`config.mk`:
```
export PLATFORM = sky130hd
export DESIGN_NAME = vga_scan
export DESIGN_NICKNAME = d
export VERILOG_FILES = /design/src/rtl/vga_scan.sv
export SDC_FILE = /design/constraint.sdc
export NUM_CORES = 1
export LEC_CHECK = 0
export CAP_MARGIN = 30
export CORE_ASPECT_RATIO = 1.75
export CORE_MARGIN = 2
export CORE_UTILIZATION = 30
export CTS_BUF_LIST = sky130_fd_sc_hd__clkbuf_16
export CTS_CLUSTER_DIAMETER = 80
export DETAILED_ROUTE_END_ITERATION = 8
export GPL_TIMING_DRIVEN = 0
export SYNTH_ARGS = -nofsm -noshare
export SYNTH_HDL_FRONTEND = slang
export SYNTH_SLANG_ARGS = --single-unit
```
`constraint.sdc`:
```
create_clock -name clk -period 2.3 [get_ports clk]
set_input_delay 0.46 -clock clk [delete_from_list [all_inputs] [get_ports clk]]
set_output_delay 0.46 -clock clk [all_outputs]
set_load 0.005 [all_outputs]
```
`src/rtl/vga_scan.sv`:
```
// 640x480 VGA scan generator: pixel counters, sprite address outputs and a 2-stage
// colour/sync pipeline aligned with the 1-clk sprite lookup. Option macro: VGA_GROUND_EN.
module vga_scan #(
    parameter logic [11:0] BG_COLOR = 12'hFFF,
    parameter logic [11:0] FG_COLOR = 12'h555
) (
    input  logic       clk,
    input  logic       RESET_N,
    input  logic       px,
    output logic [8:0] row_addr,
    output logic [9:0] col_addr,
    output logic       fresh,
    output logic       hs,
    output logic       vs,
    output logic       rdn,
    output logic [3:0] r,
    output logic [3:0] g,
    output logic [3:0] b
);
    localparam logic [9:0] H_VIS      = 10'd640;
    localparam logic [9:0] H_SYNC_BEG = 10'd656;
    localparam logic [9:0] H_SYNC_END = 10'd752;
    localparam logic [9:0] H_LAST     = 10'd799;
    localparam logic [9:0] V_VIS      = 10'd480;
    localparam logic [9:0] V_SYNC_BEG = 10'd490;
    localparam logic [9:0] V_SYNC_END = 10'd492;
    localparam logic [9:0] V_LAST     = 10'd524;

    logic [9:0] r_hcnt;
    logic [9:0] r_vcnt;
    logic [9:0] w_hcnt_nxt;
    logic [9:0] w_vcnt_nxt;
    logic       w_vis_nxt;
    logic       w_hs_raw;
    logic       w_vs_raw;
    logic       w_von;
    logic       w_fg;
    logic       r_hs1;
    logic       r_vs1;
    logic       r_von1;

    always_comb begin
        w_hcnt_nxt = (r_hcnt == H_LAST) ? 10'd0 : r_hcnt + 10'd1;
        w_vcnt_nxt = r_vcnt;
        if (r_hcnt == H_LAST) begin
            w_vcnt_nxt = (r_vcnt == V_LAST) ? 10'd0 : r_vcnt + 10'd1;
        end
        w_vis_nxt = (w_hcnt_nxt < H_VIS) && (w_vcnt_nxt < V_VIS);
        w_hs_raw  = !((r_hcnt >= H_SYNC_BEG) && (r_hcnt < H_SYNC_END));
        w_vs_raw  = !((r_vcnt >= V_SYNC_BEG) && (r_vcnt < V_SYNC_END));
        w_von     = (r_hcnt < H_VIS) && (r_vcnt < V_VIS);
    end

    // NOTE: addresses are built from the next count so they change together with hcnt/vcnt.
    always_ff @(posedge clk) begin
        if (!RESET_N) begin
            r_hcnt   <= 10'd0;
            r_vcnt   <= 10'd0;
            row_addr <= 9'd0;
            col_addr <= 10'd0;
            fresh    <= 1'b0;
        end else begin
            r_hcnt   <= w_hcnt_nxt;
            r_vcnt   <= w_vcnt_nxt;
            row_addr <= w_vis_nxt ? w_vcnt_nxt[8:0] : 9'h1FF;
            col_addr <= w_vis_nxt ? w_hcnt_nxt : 10'h3FF;
            fresh    <= (w_vcnt_nxt < V_VIS);
        end
    end

    // Stage 1: hold sync/video-on for the cycle the sprite needs to answer.
    always_ff @(posedge clk) begin
        if (!RESET_N) begin
            r_hs1  <= 1'b1;
            r_vs1  <= 1'b1;
            r_von1 <= 1'b0;
        end else begin
            r_hs1  <= w_hs_raw;
            r_vs1  <= w_vs_raw;
            r_von1 <= w_von;
        end
    end

`ifdef VGA_GROUND_EN
    logic r_gnd1;

    always_ff @(posedge clk) begin
        if (!RESET_N) begin
            r_gnd1 <= 1'b0;
        end else begin
            r_gnd1 <= w_von && ((r_vcnt == 10'd402) || (r_vcnt == 10'd403));
        end
    end

    assign w_fg = px | r_gnd1;
`else
    assign w_fg = px;
`endif

    // Stage 2: colour and syncs leave together so the monitor sees them aligned.
    always_ff @(posedge clk) begin
        if (!RESET_N) begin
            hs        <= 1'b1;
            vs        <= 1'b1;
            rdn       <= 1'b1;
            {r, g, b} <= 12'h000;
        end else begin
            hs        <= r_hs1;
            vs        <= r_vs1;
            rdn       <= ~r_von1;
            {r, g, b} <= r_von1 ? (w_fg ? FG_COLOR : BG_COLOR) : 12'h000;
        end
    end
endmodule

```
# Word-level counts from Yosys, hierarchy flattened
# Index checks and enable logic that the tools add are counted.
totals:
  register_bits: 58
  latch_bits: 0
  mem_bits_rw: 0
  romBits: 0
  input_bits: 3
  out_inout_bits: 35
  elab_cells: 40
  n_memories: 0
op_classes:
  addsub: 2
  mul: 0
  div: 0
  magnitude_cmp: 8
  eq_ne: 2
  shift: 0
  n_mux: 6
  bitwise: 1
  n_reduce_logical: 7
ops:
  columns: ["cell", "n"]
  rows:
  - ["two-way mux 10 bit", 4]
  - ["less-than comparator 10 bit (second input constant)", 3]
  - ["less-than comparator 10 x 9 -> 1 bit (second input constant)", 3]
  - ["adder 10 x 1 -> 10 bit (second input constant)", 2]
  - ["equality test 10 bit (second input constant)", 2]
  - ["two-way mux 12 bit", 1]
  - [">= comparator 10 bit (second input constant)", 1]
  - [">= comparator 10 x 9 -> 1 bit (second input constant)", 1]
  - ["two-way mux 9 bit", 1]
  - ["logical AND 1 bit", 4]
  - ["zero test 1 bit", 2]
  - ["AND reduction 2 bit", 1]
  - ["inverter 1 bit", 1]

# Longest topological paths before layout
depth:
  ltp_word: 6
  ltp_mapped: 8

# Worst setup path before layout
# No wires, ideal clock.
synth_path:
  path_type: "register to register"
  from: "register r_hcnt[0]"
  to: "register fresh"
  arrival_ns: 2.044
  slack_ns: 0.143
  path_stages_with_launch: 9
  n_path_buf: 2
  period_less_slack_ns: 2.157
  cell_sequence: "dfxtp_1 -> ha_1 -> nand4_2 -> or3_1 -> buf_6 -> o31ai_4 -> a32oi_2 -> buf_6 -> and2_4"
synth_between:
  elab_chain_len: 3
synth_lines:
  columns: ["item", "line_no", "rtl"]
  rows:
  - ["start: declaration", "29", "logic [9:0] r_hcnt;"]
  - ["start signal: assignment", "63", "r_hcnt <= w_hcnt_nxt;"]
  - ["equality test 10 bit", "45", "if (r_hcnt == H_LAST) begin"]
  - ["two-way mux 10 bit", "45", null]
  - ["less-than comparator 10 x 9 -> 1 bit", "67", "fresh <= (w_vcnt_nxt < V_VIS);"]
  - ["end signal: assignment", "67", null]
  - ["end: declaration", "12", "output logic fresh,"]
# Every way passes these cells.
# A chain may end at the register's enable or synchronous reset.

# Worst setup path in the final report
layout_path:
  from: "register r_hcnt[7]"
  to: "register fresh"
# Same word-level chain as after synthesis.

==> reports/qor.csv <==
metric;value;unit
max_cap_violations;0;
hold_class;flop to flop;
grt_pass1_vias;1688;
root_buffer;clkbuf_16;
htreeDepth;2;
port_buffers;37;
diodes;0;
drt-total-wl;4820;µm
seq_area_frac_synth;0.434;
maxSlewViolCount;0;
cts_sinks;48;
synth.avg_cell_area;10.2;µm²
fmax;451;MHz
worst_slew_pin_slew;0.757;ns
fillers;726;
first_pass_iters;4;
yosysUniqueCellTypes;47;
drc_errors;0;
critical_path_class;flop to flop;
vdd_drop_max;0.000341;V
synthTopCellsByCount;dfxtp_1 (48), inv_1 (23), o211ai_2 (15);
synth_edf_count;0;
pin_count;38;
hpwl;3590;µm
leakage;0.00128;µW
die_w;69.0;µm
end_kind;flop;
tns;0;ns
clock_path_buffers;2;
cp.required;2.49;ns
synth_ff_type;dfxtp_1;
syn_area;2210;µm²
relSlewSlack;0.495;
clk_latency;0.29;ns
synth_top_area_cell;dfxtp_1;
setup_viol;0;
outcome;finished clean;
path_clk_slew;0.06;ns
grt_overflow;0;
min_period_over_period;0.965;
area_growth;33.2;%
core_area;7180;µm²
ys_seq_elements;48;
ant_nets;0;
cts_buffers;5;
die_height;118;µm
nets;273;
grt_max_degree;16;
synth_async_sr_flop_share;0;
synth_nets;226;
grt_first_pass_wirelength;8100;µm
viasPerCell;4.80;
antenna_found_initial;0;
first_iter_violations;46;
vias;1688;
grtUsageTotal;0.135;
synth_top_area_frac;0.434;
crit_arrival;2.41;ns
globalplace.congestion;0.817;
yosys-top-cells-area;dfxtp_1 (43%), o211ai_2 (8.5%), buf_4 (4.1%), inv_1 (3.9%), ha_1 (2.8%);
final_hold_viol_count;0;
skew;0.00515;ns
hold_ws;0.404;ns
initial_core_util;0.308;
synth.most_common_cell;dfxtp_1;
rsz0062_at_grt;true;
reg2reg_slack;0.08;ns
cts_tree;done;
power_density;600;nW/µm²
path_max_fanout;10;
yosysWarnings;0;
wl_per_cell;13.7;µm
die-area;8110;µm²
synth_cells;218;
period_needed;2.22;ns
critPathLaunchType;flop;
placementRows;41;
final_layout_size_suffix_gt1_frac;0.248;
cts_hold_buf;0;
-- per-stage QoR --
stage | setup WS [ns] | power (µW) | cells | util | cell area (µm²)
after floorplan | 0.143 | 917 | 218 | - | 2210
after global placement | -0.205 | 963 | 341 | 0.375 | 2690
after detailed placement | -0.217 | 964 | 341 | 0.375 | 2690
after CTS | 0.00868 | 1800 | 350 | 0.404 | 2900
after global routing | -0.00618 | 1830 | 352 | 0.411 | 2950
final | 0.0804 | 1770 | 352 | 0.411 | 2950
-- timing repair --
item | in CTS | in global routing
gates resized for setup | 5 | 8
pin swaps | 1 | 1
setup buffers | 1 | 2
gates cloned | 0 | 0
setup endpoints to repair | 20 | 21
-- where the power goes --
| group | internal (µW) | switching, µW | leakage [µW] |
|---|---|---|---|
| combinational | 52.7 | 39.3 | 0.000809 |
| sequential | 845 | 11.5 | 0.000391 |
| clock | 511 | 312 | 0.0000814 |
| total | 1410 | 362 | 0.00128 |
-- layout make-up --
class                   instances  area [µm²]  area share
repair buffers                 40         393       0.133
plain buffers                  21         170      0.0577
flip-flops and latches         48         965       0.327
well taps                      86         108      0.0365
inverters                      24        90.1      0.0305
multi-input cells             125        1060       0.358
clock inverters                 3        42.5      0.0144
clock buffers                   5         125      0.0424
-- path summary, 6_finish.rpt --
| path | from | end | cells past startpoint |
|---|---|---|---|
| worst min-delay path | r_hs1$_SDFF_PN1_ | hs$_SDFF_PN1_ | 1 |
| worst max register to register | r_hcnt[7]$_SDFF_PN0_ | fresh$_SDFF_PN0_ | 8 |
| worst min register to register | r_hs1$_SDFF_PN1_ | hs$_SDFF_PN1_ | 1 |
| worst max-delay path | r_hcnt[7]$_SDFF_PN0_ | fresh$_SDFF_PN0_ | 8 |
-- per-layer routing --
layer	vias to the layer above	GRT usage	share of wire
met1	806	0.138	0.36
met5	-	0	0
met2	28	0.240	0.57
met3	13	0.0239	0.025
li1	841	-	-
met4	0	0.0784	0.044
-- critical path, cell delays in order (launching register included) --
cell and delay (ns):
dfxtp_2 0.35, or3_1 0.38, buf_6 0.16, or3_1 0.36, buf_6 0.16, o31ai_4 0.26, a32oi_2 0.11, buf_6 0.18
and2_4 0.15
-- sequential cells by signal, summed over array words and instances, names as in the netlist --
name,cells
r_vs1,1
vs,1
col_addr,10
r_hcnt,10
r_vcnt,10
row_addr,9
r_hs1,1
r,2
fresh,1
rdn,1
hs,1
r_von1,1
-- logic make-up after synthesis --
group           Yosys count  synth area share
compound gates           41             0.196
xor+xnor                  8            0.0384
fa+ha+maj                 5            0.0282
buf+inv                  45             0.116
flops                    48             0.434
mux                       1           0.00452
simple gates             70             0.182
-- layout by cell type (no fill, tap or decap), types with 8 or more instances in the layout --
cell	netlist	final
nand3_1	8	8
clkdlybuf4s50_1	0	37
inv_1	23	23
o211ai_2	15	15
nand2_1	12	12
buf_4	12	15
nor2_1	11	11
dfxtp_1	48	45
Note: power is estimated with default switching activity, not from simulation.
